--- src/rtl/correlation_pair_sequencer_if.sv ---
// Bundle between the pair sequencer and its controller/logger/DUT-side harness.
// The sequencer takes the slave modport; whoever launches runs and consumes results takes master.
interface correlation_pair_sequencer_if #(
    parameter int WIDTH = 5
);
    logic                   start;
    logic                   mode;
    logic [2*WIDTH-1:0]     seed;
    logic [2*WIDTH:0]       num_pairs;
    logic                   dut_y;
    logic                   log_ready;
    logic [WIDTH-1:0]       vec;
    logic                   phase;
    logic                   pair_start;
    logic                   pair_valid;
    logic [2*WIDTH-1:0]     pair_idx;
    logic [7:0]             toggle_cnt;
    logic                   y_final;
    logic                   busy;
    logic                   done;

    modport master (
        output start, mode, seed, num_pairs, dut_y, log_ready,
        input  vec, phase, pair_start, pair_valid, pair_idx, toggle_cnt, y_final, busy, done
    );

    modport slave (
        input  start, mode, seed, num_pairs, dut_y, log_ready,
        output vec, phase, pair_start, pair_valid, pair_idx, toggle_cnt, y_final, busy, done
    );
endinterface

--- src/rtl/correlation_pair_sequencer.sv ---
// Transition-pair stimulus sequencer: drives init/final vectors, counts DUT output toggles
// during the final phase and hands one result per pair to a logger.
//
// state  | meaning
// IDLE   | vec=0, waiting for start
// INIT   | initial vector held for HOLD cycles
// FINAL  | final vector held for HOLD cycles, dut_y sampled
// REPORT | result presented until logger accepts
// DONE   | one-cycle done pulse, then IDLE
module correlation_pair_sequencer #(
    parameter int WIDTH = 5,
    parameter int HOLD  = 4
) (
    input  logic clk,
    input  logic rst_n,
    correlation_pair_sequencer_if.slave bus
);
    localparam int PW = 2 * WIDTH;
    localparam logic [7:0] HOLD_M1 = 8'(HOLD - 1);
    // Tap exponents e map to mask bit e-1.
    localparam logic [15:0] TAP_MASK =
        (PW == 4)  ? 16'h000C :
        (PW == 6)  ? 16'h0030 :
        (PW == 8)  ? 16'h00B8 :
        (PW == 10) ? 16'h0240 :
        (PW == 12) ? 16'h0829 :
        (PW == 14) ? 16'h2015 : 16'hD008;

    typedef enum logic [2:0] {IDLE, INIT, FINAL, REPORT, DONE} state_t;

    state_t        state;
    logic [PW-1:0] pair;
    logic [PW:0]   remaining;
    logic          lfsr_mode;
    logic [7:0]    timer;
    logic          y_prev;

    logic [15:0]   pair_ext;
    logic          feedback;
    logic [PW-1:0] next_pair;
    logic [PW-1:0] first_pair;
    logic          last_pair;

    always_comb begin
        pair_ext   = 16'(pair);
        feedback   = ^(pair_ext & TAP_MASK);
        next_pair  = lfsr_mode ? {pair[PW-2:0], feedback} : pair + 1'b1;
        // Exhaustive runs end on the all-ones pair so the counter wrap never produces an extra pair.
        last_pair  = lfsr_mode ? (remaining == (PW+1)'(1)) : (&pair);
        first_pair = '0;
        if (bus.mode)
            first_pair = (bus.seed == '0) ? PW'(1) : bus.seed;
    end

    always_ff @(posedge clk or negedge rst_n) begin
        if (!rst_n) begin
            state          <= IDLE;
            pair           <= '0;
            remaining      <= '0;
            lfsr_mode      <= 1'b0;
            timer          <= '0;
            y_prev         <= 1'b0;
            bus.vec        <= '0;
            bus.phase      <= 1'b0;
            bus.pair_start <= 1'b0;
            bus.pair_valid <= 1'b0;
            bus.pair_idx   <= '0;
            bus.toggle_cnt <= '0;
            bus.y_final    <= 1'b0;
            bus.busy       <= 1'b0;
            bus.done       <= 1'b0;
        end else begin
            bus.pair_start <= 1'b0;
            bus.done       <= 1'b0;
            unique case (state)
                IDLE: begin
                    bus.vec   <= '0;
                    bus.phase <= 1'b0;
                    bus.busy  <= 1'b0;
                    if (bus.start) begin
                        lfsr_mode <= bus.mode;
                        remaining <= bus.num_pairs;
                        if (bus.mode && (bus.num_pairs == '0)) begin
                            state    <= DONE;
                            bus.done <= 1'b1;
                        end else begin
                            pair           <= first_pair;
                            state          <= INIT;
                            timer          <= HOLD_M1;
                            bus.vec        <= first_pair[PW-1:WIDTH];
                            bus.pair_start <= 1'b1;
                            bus.busy       <= 1'b1;
                            bus.toggle_cnt <= '0;
                        end
                    end
                end
                INIT: begin
                    y_prev <= bus.dut_y;
                    if (timer == '0) begin
                        state     <= FINAL;
                        timer     <= HOLD_M1;
                        bus.vec   <= pair[WIDTH-1:0];
                        bus.phase <= 1'b1;
                    end else begin
                        timer <= timer - 1'b1;
                    end
                end
                FINAL: begin
                    y_prev      <= bus.dut_y;
                    bus.y_final <= bus.dut_y;
                    if ((bus.dut_y != y_prev) && (bus.toggle_cnt != 8'hFF))
                        bus.toggle_cnt <= bus.toggle_cnt + 1'b1;
                    if (timer == '0) begin
                        state          <= REPORT;
                        bus.pair_valid <= 1'b1;
                        bus.pair_idx   <= pair;
                    end else begin
                        timer <= timer - 1'b1;
                    end
                end
                REPORT: begin
                    if (bus.log_ready) begin
                        bus.pair_valid <= 1'b0;
                        if (last_pair) begin
                            state     <= DONE;
                            bus.done  <= 1'b1;
                            bus.busy  <= 1'b0;
                            bus.vec   <= '0;
                            bus.phase <= 1'b0;
                        end else begin
                            pair           <= next_pair;
                            remaining      <= remaining - 1'b1;
                            state          <= INIT;
                            timer          <= HOLD_M1;
                            bus.vec        <= next_pair[PW-1:WIDTH];
                            bus.phase      <= 1'b0;
                            bus.pair_start <= 1'b1;
                            bus.toggle_cnt <= '0;
                        end
                    end
                end
                DONE: begin
                    state     <= IDLE;
                    bus.vec   <= '0;
                    bus.phase <= 1'b0;
                end
                default: state <= IDLE;
            endcase
        end
    end
endmodule

--- src/flat_wrapper.sv ---
// flat-port wrapper written by rule: the top's interface ports become plain ports
module correlation_pair_sequencer_flat 
#(
    parameter int WIDTH = 5,
    parameter int HOLD  = 4
)
  (clk, rst_n, bus_start, bus_mode, bus_seed, bus_num_pairs, bus_dut_y, bus_log_ready, bus_vec, bus_phase, bus_pair_start, bus_pair_valid, bus_pair_idx, bus_toggle_cnt, bus_y_final, bus_busy, bus_done);
  correlation_pair_sequencer_if #(.WIDTH(WIDTH)) bus_i ();
  input  logic clk;
  input  logic rst_n;
  input wire logic [$bits(bus_i.start)-1:0] bus_start;
  input wire logic [$bits(bus_i.mode)-1:0] bus_mode;
  input wire logic [$bits(bus_i.seed)-1:0] bus_seed;
  input wire logic [$bits(bus_i.num_pairs)-1:0] bus_num_pairs;
  input wire logic [$bits(bus_i.dut_y)-1:0] bus_dut_y;
  input wire logic [$bits(bus_i.log_ready)-1:0] bus_log_ready;
  output wire logic [$bits(bus_i.vec)-1:0] bus_vec;
  output wire logic [$bits(bus_i.phase)-1:0] bus_phase;
  output wire logic [$bits(bus_i.pair_start)-1:0] bus_pair_start;
  output wire logic [$bits(bus_i.pair_valid)-1:0] bus_pair_valid;
  output wire logic [$bits(bus_i.pair_idx)-1:0] bus_pair_idx;
  output wire logic [$bits(bus_i.toggle_cnt)-1:0] bus_toggle_cnt;
  output wire logic [$bits(bus_i.y_final)-1:0] bus_y_final;
  output wire logic [$bits(bus_i.busy)-1:0] bus_busy;
  output wire logic [$bits(bus_i.done)-1:0] bus_done;
  assign bus_i.start = bus_start;
  assign bus_i.mode = bus_mode;
  assign bus_i.seed = bus_seed;
  assign bus_i.num_pairs = bus_num_pairs;
  assign bus_i.dut_y = bus_dut_y;
  assign bus_i.log_ready = bus_log_ready;
  assign bus_vec = bus_i.vec;
  assign bus_phase = bus_i.phase;
  assign bus_pair_start = bus_i.pair_start;
  assign bus_pair_valid = bus_i.pair_valid;
  assign bus_pair_idx = bus_i.pair_idx;
  assign bus_toggle_cnt = bus_i.toggle_cnt;
  assign bus_y_final = bus_i.y_final;
  assign bus_busy = bus_i.busy;
  assign bus_done = bus_i.done;
  correlation_pair_sequencer #(.WIDTH(WIDTH), .HOLD(HOLD)) u_core (.clk(clk), .rst_n(rst_n), .bus(bus_i));
endmodule
--- config.mk ---
export PLATFORM = sky130hd
export DESIGN_NAME = correlation_pair_sequencer_flat
export DESIGN_NICKNAME = d
export VERILOG_FILES = /design/src/rtl/correlation_pair_sequencer_if.sv /design/src/rtl/correlation_pair_sequencer.sv /design/src/flat_wrapper.sv
export SDC_FILE = /design/constraint.sdc
export NUM_CORES = 1
export LEC_CHECK = 0
export ABC_AREA = 1
export CAP_MARGIN = 20
export CORE_MARGIN = 2
export CORE_UTILIZATION = 60
export DETAILED_ROUTE_END_ITERATION = 10
export GPL_TIMING_DRIVEN = 0
export PLACE_DENSITY = 0.93
export SYNTH_ARGS = -nofsm -noshare
export SYNTH_HDL_FRONTEND = slang
export SYNTH_SLANG_ARGS = --single-unit
--- constraint.sdc ---
create_clock -name clk -period 3.76 [get_ports clk]
set_clock_uncertainty 0.1 [all_clocks]
set_input_delay 0.564 -clock clk [delete_from_list [all_inputs] [get_ports clk]]
set_output_delay 0.564 -clock clk [all_outputs]
set_load 0.03 [all_outputs]
==> out/metrics.csv <==
metric,value,unit
critical path launch point type,primary input,
Rows,30,
Tot GR Track Use,0.320,
Crit Path Max Fanout,9,
hold_buf cts,0,
vias,4413,
post-DP HPWL,8.29,mm
final hold violations,0,
CTS Buf Count,9,
GR peak layer,met2,
synth top area cells,"dfrtp_1, nand2_1, o21ai_0",
"Top FF cell, synth",dfrtp_1,
sequential area share after synthesis,0.387,
GRT met2 Usage,0.522,
max-cap violations,0,
minimum clock period,2.26,ns
Fmax,442,MHz
Starting Density,0.610,
clock latency on the worst-skew pair,0.36,ns
synthesized netlist cell count,604,
WS Path Type,in2reg,
largest net degree at the start of global routing,64,
final setup fails,0,
vias per cell,5.85,
Max H-tree Level,3,
filler instances,515,
Slew Limit Fails,0,
area grow syn2layout,20.3,%
"Async S/R FF share, synth",1.00,
post-synth top area cell,dfrtp_1,
initial antenna violation count,0,
Antenna Violating Nets Remaining,0,
Final Power,4020,uW
R2R setup slack,1.55,ns
vias in the first global route,4104,
Worst slew margin,0.463,
P per Cell Area,820,nW/um^2
Post-synth top cells,"nand2_1, dfrtp_1, inv_1, o21ai_0, nand3_1",
Port Buffers,54,
Post-CTS Resized,0,
die area,7470,um^2
1st-iter DRT viols,460,
RSZ-0062 raised after global routing,false,
CTS Buffer Depth,2,
final net count,701,
ANT cells,0,
CP Capture Type,flop,
Seq cells post-synth,63,
wire length per cell,15.1,um
synthesized area,4080,um^2
critical path arrival,2.40,ns
r2r startpoint,u_core.timer[0]$_DFFE_PN0P_,
met1 Usage GRT,0.428,
synth unique cells,38,
Die H,86.4,um
"Reg clk slew, reported paths",0.07,ns
CTS tree,built,
setup TNS,0,ns
clock sink total,63,
layout cells sized above 1,0.0875,
GRT overflow,0,
WP data required,3.90,ns
"Avg Cell Area, Syn",6.75,um^2
DR pass1 iterations,6,
"EDFF count, synth",0,
first-pass GRT wire length,18.9,mm
GRT met3 Usage,0.0505,
Synth Warn #,0,
area share of the largest cell type after synthesis,0.387,
"count leader, synth",nand2_1,
Post-CTS Setup Inserts,0,
I/O Pins,56,
Routed WL,11.4,mm
P_leak,0.00246,uW
Tightest Hold Check Type,in2async,
Remaining DRCs,0,
status,"finished, final reports clean",
Root Driver,clkbuf_8,
Placeable Area,6680,um^2
die width,86.4,um
GPL Wtd Cong,0.981,
actual slew at the worst max-slew pin,0.805,ns
"Net Count, Synth",636,
Worst R2R Path Depth,12,
Peak VDD IR,500,uV
fin crit share,0.602,
RR Endpoint,u_core.bus.vec[3]$_DFFE_PN0P_,
[worst max path at each step]
stage | startpoint | endpoint | cells past startpoint | slack, ns
2_1_floorplan | u_core.bus.toggle_cnt[0]$_DFFE_PN0P_ | u_core.bus.toggle_cnt[7]$_DFFE_PN0P_ | 9 | 1.92
3_3_place_gp | rst_n | u_core.bus.toggle_cnt[2]$_DFFE_PN0P_ | 1 | -0.03
3_5_place_dp | bus_start | u_core.bus.toggle_cnt[6]$_DFFE_PN0P_ | 8 | 1.20
4_1_cts | bus_start | u_core.bus.toggle_cnt[6]$_DFFE_PN0P_ | 8 | 1.55
5_1_grt | bus_start | u_core.bus.toggle_cnt[2]$_DFFE_PN0P_ | 8 | 1.39
6_report | bus_start | u_core.bus.toggle_cnt[2]$_DFFE_PN0P_ | 8 | 1.50
[critical path, cell delays in order]
cell	delay, ns
clkdlybuf4s50_1	0.60
inv_1	0.13
nand3_1	0.14
nand4_1	0.13
nor2_2	0.36
nand3_2	0.27
nand2_1	0.13
nand2_1	0.07
[flip-flops by register name, summed over array words and instances, names as in the netlist, 3 cells and up]
name                   cells
u_core.timer               8
u_core.bus.toggle_cnt      8
u_core.pair               10
u_core.bus.vec             5
u_core.remaining          11
u_core.bus.pair_idx       10
u_core.state               3
[per-stage QoR]
step	cells	utilization	cell area [um^2]	setup slack, ns	hold WS (ns)
6_report	754	0.734	4900	1.50	0.190
5_1_grt	754	0.734	4900	1.39	0.274
4_1_cts	754	0.734	4900	1.55	0.229
3_5_place_dp	738	0.705	4710	1.20	0.365
3_3_place_gp	738	0.706	4720	-0.0277	0.359
2_1_floorplan	604	-	4080	1.92	0.168
[cell type report]
cell class | count | area [um^2] | share of cell area
Multi-Input combinational cell | 458 | 2160 | 0.440
Sequential cell | 63 | 1580 | 0.322
Timing Repair Buffer | 54 | 538 | 0.110
Inverter | 67 | 251 | 0.0513
Clock buffer | 12 | 145 | 0.0296
Tap cell | 80 | 100 | 0.0204
Buffer | 16 | 90.1 | 0.0184
Clock inverter | 4 | 45.0 | 0.00919
[where the power goes]
| part | leakage [uW] | switching, uW | internal, uW |
|---|---|---|---|
| clock | 0.000100 | 272 | 321 |
| combinational | 0.00155 | 1480 | 748 |
| sequential | 0.000810 | 251 | 950 |
| total | 0.00246 | 2000 | 2020 |
[cell usage in the layout, fill, tap and decap left out, drive strengths merged, types with 4 or more instances in the layout]
| cell | synthesis | routed |
|---|---|---|
| buf | 11 | 12 |
| a21oi | 21 | 21 |
| inv | 67 | 67 |
| nand2 | 225 | 225 |
| clkbuf | 5 | 17 |
| xor2 | 4 | 4 |
| nor2 | 57 | 57 |
| nand3 | 52 | 52 |
| nand4 | 16 | 16 |
| clkdlybuf4s50 | 0 | 53 |
| dfrtp | 63 | 63 |
| ha | 5 | 5 |
| o21ai | 64 | 64 |
[per-layer routing]
layer / share of wire / vias up / wire length (um)
li1: - / 2072 / -
met1: 0.41 / 2047 / 4660
met2: 0.49 / 258 / 5560
met3: 0.080 / 36 / 912
met4: 0.025 / 0 / 285
met5: 0 / - / 0
[cells by family (layout without fill, tap and decap cells)]
family	Yosys count	after routing	share of synthesized area
AND/OR/NAND/NOR	354	354	0.372
buffers and inverters	83	153	0.0838
XOR/XNOR	5	5	0.0107
flip-flops	63	63	0.387
AO/OA/AOI/OAI	93	93	0.128
adder cells (fa/ha/maj)	5	5	0.0154
multiplexers	1	1	0.00276
Note: power is estimated with default switching activity, not from simulation.
